## src/rtl/mem2axi_pkg.sv

```systemverilog
// Shared AXI definitions for the memory/AXI bridges: FSM states, burst and response encodings.
package mem2axi_pkg;

    typedef enum logic [2:0] {
        IDLE,
        WR_ADDR_DATA,
        WAIT_B,
        RD_ADDR,
        WAIT_R
    } state_t;

    localparam logic [1:0] BURST_FIXED = 2'b00;
    localparam logic [1:0] BURST_INCR  = 2'b01;
    localparam logic [1:0] BURST_WRAP  = 2'b10;

    localparam logic [1:0] RESP_OKAY   = 2'b00;
    localparam logic [1:0] RESP_EXOKAY = 2'b01;
    localparam logic [1:0] RESP_SLVERR = 2'b10;
    localparam logic [1:0] RESP_DECERR = 2'b11;

    // AXI size encoding is log2 of the bytes per beat.
    function automatic logic [2:0] axi_size(input int data_width);
        return 3'($clog2(data_width / 8));
    endfunction

endpackage

```

## src/rtl/mem2axi.sv

```systemverilog
// Bridges a simple req/gnt memory port onto single-beat AXI transactions, one outstanding at a time.
module mem2axi
    import mem2axi_pkg::*;
#(
    parameter int AXI_ID_WIDTH   = 10,
    parameter int AXI_ADDR_WIDTH = 64,
    parameter int AXI_DATA_WIDTH = 64,
    parameter int AXI_USER_WIDTH = 10,
    parameter int AXI_ID         = 0
) (
    input  logic                          clk_i,
    input  logic                          rst_ni,
    input  logic                          req_i,
    output logic                          gnt_o,
    input  logic                          we_i,
    input  logic [AXI_ADDR_WIDTH-1:0]     addr_i,
    input  logic [AXI_DATA_WIDTH/8-1:0]   be_i,
    input  logic [AXI_DATA_WIDTH-1:0]     wdata_i,
    output logic                          rvalid_o,
    output logic [AXI_DATA_WIDTH-1:0]     rdata_o,
    output logic                          err_o,
    output logic [AXI_ID_WIDTH-1:0]       aw_id,
    output logic [AXI_ADDR_WIDTH-1:0]     aw_addr,
    output logic [7:0]                    aw_len,
    output logic [2:0]                    aw_size,
    output logic [1:0]                    aw_burst,
    output logic                          aw_lock,
    output logic [3:0]                    aw_cache,
    output logic [2:0]                    aw_prot,
    output logic [3:0]                    aw_qos,
    output logic [3:0]                    aw_region,
    output logic [5:0]                    aw_atop,
    output logic [AXI_USER_WIDTH-1:0]     aw_user,
    output logic                          aw_valid,
    input  logic                          aw_ready,
    output logic [AXI_DATA_WIDTH-1:0]     w_data,
    output logic [AXI_DATA_WIDTH/8-1:0]   w_strb,
    output logic                          w_last,
    output logic [AXI_USER_WIDTH-1:0]     w_user,
    output logic                          w_valid,
    input  logic                          w_ready,
    input  logic [AXI_ID_WIDTH-1:0]       b_id,
    input  logic [1:0]                    b_resp,
    input  logic [AXI_USER_WIDTH-1:0]     b_user,
    input  logic                          b_valid,
    output logic                          b_ready,
    output logic [AXI_ID_WIDTH-1:0]       ar_id,
    output logic [AXI_ADDR_WIDTH-1:0]     ar_addr,
    output logic [7:0]                    ar_len,
    output logic [2:0]                    ar_size,
    output logic [1:0]                    ar_burst,
    output logic                          ar_lock,
    output logic [3:0]                    ar_cache,
    output logic [2:0]                    ar_prot,
    output logic [3:0]                    ar_qos,
    output logic [3:0]                    ar_region,
    output logic [AXI_USER_WIDTH-1:0]     ar_user,
    output logic                          ar_valid,
    input  logic                          ar_ready,
    input  logic [AXI_ID_WIDTH-1:0]       r_id,
    input  logic [AXI_DATA_WIDTH-1:0]     r_data,
    input  logic [1:0]                    r_resp,
    input  logic                          r_last,
    input  logic [AXI_USER_WIDTH-1:0]     r_user,
    input  logic                          r_valid,
    output logic                          r_ready
);

    localparam int OFFSET = $clog2(AXI_DATA_WIDTH / 8);
    localparam logic [AXI_ADDR_WIDTH-1:0] ALIGN_MASK =
        ~((AXI_ADDR_WIDTH'(1) << OFFSET) - AXI_ADDR_WIDTH'(1));
    localparam logic [2:0] SIZE = axi_size(AXI_DATA_WIDTH);

    state_t                        state;
    logic                          we_q;
    logic [AXI_ADDR_WIDTH-1:0]     addr_q;
    logic [AXI_DATA_WIDTH/8-1:0]   be_q;
    logic [AXI_DATA_WIDTH-1:0]     wdata_q;
    logic [AXI_DATA_WIDTH-1:0]     rdata_q;
    logic                          aw_done;
    logic                          w_done;
    logic                          aw_fin;
    logic                          w_fin;
    logic                          b_hs;
    logic                          r_hs;

    assign aw_fin = aw_done | (aw_valid & aw_ready);
    assign w_fin  = w_done  | (w_valid  & w_ready);
    assign b_hs   = (state == WAIT_B) & b_valid;
    assign r_hs   = (state == WAIT_R) & r_valid;

    // Completion is reported in the response cycle itself so a ready slave gives 2-cycle latency.
    assign gnt_o    = (state == IDLE) & req_i;
    assign rvalid_o = b_hs | r_hs;
    assign err_o    = (b_hs & b_resp[1]) | (r_hs & r_resp[1]);
    assign rdata_o  = r_hs ? r_data : rdata_q;

    assign aw_id     = AXI_ID_WIDTH'(AXI_ID);
    assign aw_addr   = addr_q;
    assign aw_len    = '0;
    assign aw_size   = SIZE;
    assign aw_burst  = BURST_INCR;
    assign aw_lock   = 1'b0;
    assign aw_cache  = '0;
    assign aw_prot   = '0;
    assign aw_qos    = '0;
    assign aw_region = '0;
    assign aw_atop   = '0;
    assign aw_user   = '0;
    assign w_data    = wdata_q;
    assign w_strb    = be_q;
    assign w_last    = 1'b1;
    assign w_user    = '0;
    assign ar_id     = AXI_ID_WIDTH'(AXI_ID);
    assign ar_addr   = addr_q;
    assign ar_len    = '0;
    assign ar_size   = SIZE;
    assign ar_burst  = BURST_INCR;
    assign ar_lock   = 1'b0;
    assign ar_cache  = '0;
    assign ar_prot   = '0;
    assign ar_qos    = '0;
    assign ar_region = '0;
    assign ar_user   = '0;

    always_ff @(posedge clk_i or negedge rst_ni) begin
        if (!rst_ni) begin
            state    <= IDLE;
            we_q     <= 1'b0;
            addr_q   <= '0;
            be_q     <= '0;
            wdata_q  <= '0;
            rdata_q  <= '0;
            aw_valid <= 1'b0;
            w_valid  <= 1'b0;
            ar_valid <= 1'b0;
            b_ready  <= 1'b0;
            r_ready  <= 1'b0;
            aw_done  <= 1'b0;
            w_done   <= 1'b0;
        end else begin
            case (state)
                IDLE: begin
                    if (req_i) begin
                        we_q    <= we_i;
                        addr_q  <= addr_i & ALIGN_MASK;
                        be_q    <= be_i;
                        wdata_q <= wdata_i;
                        if (we_i) begin
                            state    <= WR_ADDR_DATA;
                            aw_valid <= 1'b1;
                            w_valid  <= 1'b1;
                        end else begin
                            state    <= RD_ADDR;
                            ar_valid <= 1'b1;
                        end
                    end
                end
                // AW and W complete independently; the done flags remember which one already went.
                WR_ADDR_DATA: begin
                    if (aw_valid && aw_ready) begin
                        aw_valid <= 1'b0;
                        aw_done  <= 1'b1;
                    end
                    if (w_valid && w_ready) begin
                        w_valid <= 1'b0;
                        w_done  <= 1'b1;
                    end
                    if (aw_fin && w_fin) begin
                        state   <= WAIT_B;
                        b_ready <= 1'b1;
                        aw_done <= 1'b0;
                        w_done  <= 1'b0;
                    end
                end
                WAIT_B: begin
                    if (b_valid) begin
                        b_ready <= 1'b0;
                        state   <= IDLE;
                    end
                end
                RD_ADDR: begin
                    if (ar_ready) begin
                        ar_valid <= 1'b0;
                        r_ready  <= 1'b1;
                        state    <= WAIT_R;
                    end
                end
                WAIT_R: begin
                    if (r_valid) begin
                        rdata_q <= r_data;
                        r_ready <= 1'b0;
                        state   <= IDLE;
                    end
                end
                default: state <= IDLE;
            endcase
        end
    end

`ifndef SYNTHESIS
    r_last_on_beat: assert property (@(posedge clk_i) disable iff (!rst_ni) r_valid |-> r_last);
    no_stray_b: assert property (@(posedge clk_i) disable iff (!rst_ni) b_valid |-> state == WAIT_B);
    no_stray_r: assert property (@(posedge clk_i) disable iff (!rst_ni) r_valid |-> state == WAIT_R);
    write_state_is_write: assert property (@(posedge clk_i) disable iff (!rst_ni)
        (state == WR_ADDR_DATA) |-> we_q);
    b_fields_known: assert property (@(posedge clk_i) disable iff (!rst_ni)
        b_valid |-> !$isunknown({b_id, b_resp, b_user}));
    r_fields_known: assert property (@(posedge clk_i) disable iff (!rst_ni)
        r_valid |-> !$isunknown({r_id, r_resp, r_user}));
`endif

endmodule

```

## config.mk

```make
export PLATFORM = sky130hd
export DESIGN_NAME = mem2axi
export DESIGN_NICKNAME = d
export VERILOG_FILES = /design/src/rtl/mem2axi_pkg.sv /design/src/rtl/mem2axi.sv
export SDC_FILE = /design/constraint.sdc
export NUM_CORES = 1
export LEC_CHECK = 0
export ABC_AREA = 1
export CAP_MARGIN = 20
export CORE_AREA = 2 2 248 250
export CTS_CLUSTER_SIZE = 24
export DETAILED_ROUTE_END_ITERATION = 12
export DIE_AREA = 0 0 250 252
export PLACE_DENSITY_LB_ADDON = 0.25
export SYNTH_ARGS = -nofsm -noshare
export SYNTH_HDL_FRONTEND = slang
export SYNTH_SLANG_ARGS = --single-unit
```

## constraint.sdc

```tcl
create_clock -name clk_i -period 1.75 [get_ports clk_i]
set_input_delay 0.175 -clock clk_i [delete_from_list [all_inputs] [get_ports clk_i]]
set_output_delay 0.175 -clock clk_i [all_outputs]
set_load 0.01 [all_outputs]
```

==> results <==
[final timing paths]
kind | from | endpoint | slack [ns] | cells after the start
setup / recovery | state[0] | rdata_o[48] | -0.51 | 7
hold / removal | rst_ni | w_data[25] | 0.14 | 2
setup reg to reg | state[0] | rdata_q[31] | 0.10 | 7
hold reg to reg | w_data[12] | w_data[12] | 0.46 | 2
max in group asynchronous | rst_ni | rdata_q[60] | 0.92 | 3
min in group clk_i | wdata_i[59] | w_data[59] | 0.15 | 3
[synth_stat cells (all sizes together)]
cell   instances
nand2        419
nor2          13
inv           16
nand3          7
mux2          64
conb           2
a21oi          6
o22ai          1
o21ai          8
dfrtp        207
buf          217
[logic make-up (layout without fill, tap and decap cells)]
| kind of cell | Yosys count | after routing | share of synthesized area |
|---|---|---|---|
| flip-flops | 207 | 207 | 0.550 |
| AO/OA/AOI/OAI | 15 | 15 | 0.00810 |
| AND/OR/NAND/NOR | 439 | 439 | 0.178 |
| buffers and inverters | 233 | 613 | 0.176 |
| multiplexers | 64 | 64 | 0.0872 |
| other | 2 | 121 | 0.000797 |
[worst reg2reg max path, cell delays in order, from the launching register on]
cell and delay, ns:
dfrtp_1 0.38, nor2_1 0.10, buf_4 0.13, nand3_4 0.13, buf_12 0.19, clkbuf_16 0.17
mux2_4 0.31, buf_4 0.14
[flip-flops by register name, summed over array words and instances (netlist names)]
signal and cells:
b_ready 1, ar_valid 1, aw_done 1, w_data 64, w_done 1, w_valid 1
r_ready 1, w_strb 8, ar_addr 61, state 3, aw_valid 1, rdata_q 64
[placed cells by master, fill, tap and decap left out, drive strengths merged, types with 7 or more instances in the layout]
| cell type | netlist | final |
|---|---|---|
| nand2 | 419 | 419 |
| clkdlybuf4s50 | 0 | 372 |
| dfrtp | 207 | 207 |
| conb | 2 | 121 |
| buf | 217 | 113 |
| clkbuf | 0 | 71 |
| mux2 | 64 | 64 |
| dlygate4sd2 | 0 | 17 |
| dlymetal6s2s | 0 | 16 |
| inv | 16 | 16 |
| nor2 | 13 | 13 |
| o21ai | 8 | 8 |
| nand3 | 7 | 7 |
[final cells by class]
| class | instances | area, um2 |
|---|---|---|
| flip-flops and latches | 207 | 5180 |
| clock buffers | 43 | 828 |
| inverters | 16 | 67.6 |
| repair buffers | 548 | 5620 |
| fillers | 6423 | 44300 |
| clock inverters | 6 | 109 |
| well taps | 782 | 978 |
| multi-input cells | 639 | 3060 |
[routing by layer]
layer  track usage  routed length, um  up-vias
li1              -                  -     3629
met1         0.115              13600     3623
met2         0.175              17100      272
met3        0.0322               2620       32
met4        0.0229                653        4
met5             0                 23        -
[power by group]
| group | switching, W | internal, W | total, W |
|---|---|---|---|
| Combinational | 0.00583 | 0.00710 | 0.0129 |
| Sequential | 0.00125 | 0.00696 | 0.00821 |
| Clock | 0.00219 | 0.00366 | 0.00585 |
| Total | 0.00927 | 0.0177 | 0.0270 |
[metrics by stage]
step                      cells  cell area, um2  setup slack (ns)  hold WS, ns
after floorplan            1079            9870             0.265       -0.121
after global placement     2155           14400            -0.332        0.123
after detailed placement   2155           14400            -0.350        0.120
after CTS                  2227           15600            -0.762        0.104
after global routing       2241           15800            -0.624        0.122
final                      2241           15800            -0.506        0.144
[repair_timing]
action                                 in CTS  in global routing
setup endpoints to repair                 191                182
endpoints found under the hold margin     207                  0
pin swaps                                   2                  1
buffers inserted                           21                  8
hold buffers                                1                  0
resized for setup                         195                149
gates cloned                                3                  6
==> results.md <==
* Final setup viols at 67
* Syn Area/Cell at 9.82 um2
* Hold Fails Final Rpt at 0
* Synth area leader: dfrtp_1
* Later-pin clock latency in the skew report at 0.56 ns
* LEAKAGE at 7.93 nW
* Critical path class: flop to primary output
* Max stage delay cell, worst path: dfrtp_1
* Final wirelength at 34.0 mm
* Clock Path Buffers at 3
* Period utilisation layout at 1.29
* Worst Clk Skew at 0.0136 ns
* Total track usage at 0.0989
* Cells along the critical path: nor2_1, buf_4, nand3_4, buf_12, clkbuf_16, mux2_4, buf_6
* Post-synthesis instance area at 9430 um2
* I/O pins at 641
* Clock tree sinks at 207
* ANT nets after route at 0
* Buffers and inverters on the worst path at 4
* Top delay family on crit path: buffers and inverters
* Crit-path max FO at 6
* Nature of the critical path startpoint: flop
* Final Max Tran Viols at 0
* Initial DRC Count at 198
* Max-cap viol count at 0
* H-tree depth at 1
* Die Y at 252 um
* RSZ-0062 raised after global routing: true
* Layout area overhead at 68.2%
* Minimum clock period at 2.26 ns
* Largest net degree at the start of global routing at 50
* CTS tree: built
* Fin util at 0.264
* Status: complete, but fails checks
* Clk slew on worst S/H paths at 0.06 ns
* Critical Path AT at 2.08 ns
* Library cells used by synthesis at 18
* Ys Warns at 0
* Cell area power density at 1700 nW/um2
* Synth Instances at 960
* Worst Setup End Kind: primary output
* Diodes inserted at 0
* GP Congestion at 0.762
* Synth area leaders: dfrtp_1, nand2_1, buf_4
* Drt pass-1 iters at 4
* Vias/cell at 3.37
* Fmax at 443 MHz
* Initial antenna violation count at 2
* DRC Markers at 0
* Sequential area share after synthesis at 0.550
* Vias in the first global route at 7,700
* Total congestion overflow at 0
* Top-area cell type share of the netlist area at 0.550
* Wirelength per Cell at 15.2 um
* Cell Rows at 90
* Starting Density at 0.157
* Synth Register Bits at 207
* Share of layout cells above drive strength 1 at 0.173
* Hold crit path type: primary input to asynchronous set/reset pin
* Total vias in the final route at 7,560
* Global-route wire length before repair at 48.5 mm
* Total power at 0.0270 W
* Final setup margin at -0.506 ns
* Setup TNS Final at -28.35 ns
* Die X at 250 um
* CP Data Required Time at 1.57 ns
* Root Driver: clkbuf_16
* CP peak stage delay at 0.38 ns
* CORE AREA at 60,100 um2
* Failing checks: negative setup slack
* Fin nets at 1,694
* Total CTS buffers at 28
* Buffers on Ports at 473
* Detailed Place HPWL at 24.1 mm
* Die area at 63,000 um2
* Max rail drop VDD at 0.883 mV
Note: power is estimated with default switching activity, not from simulation.
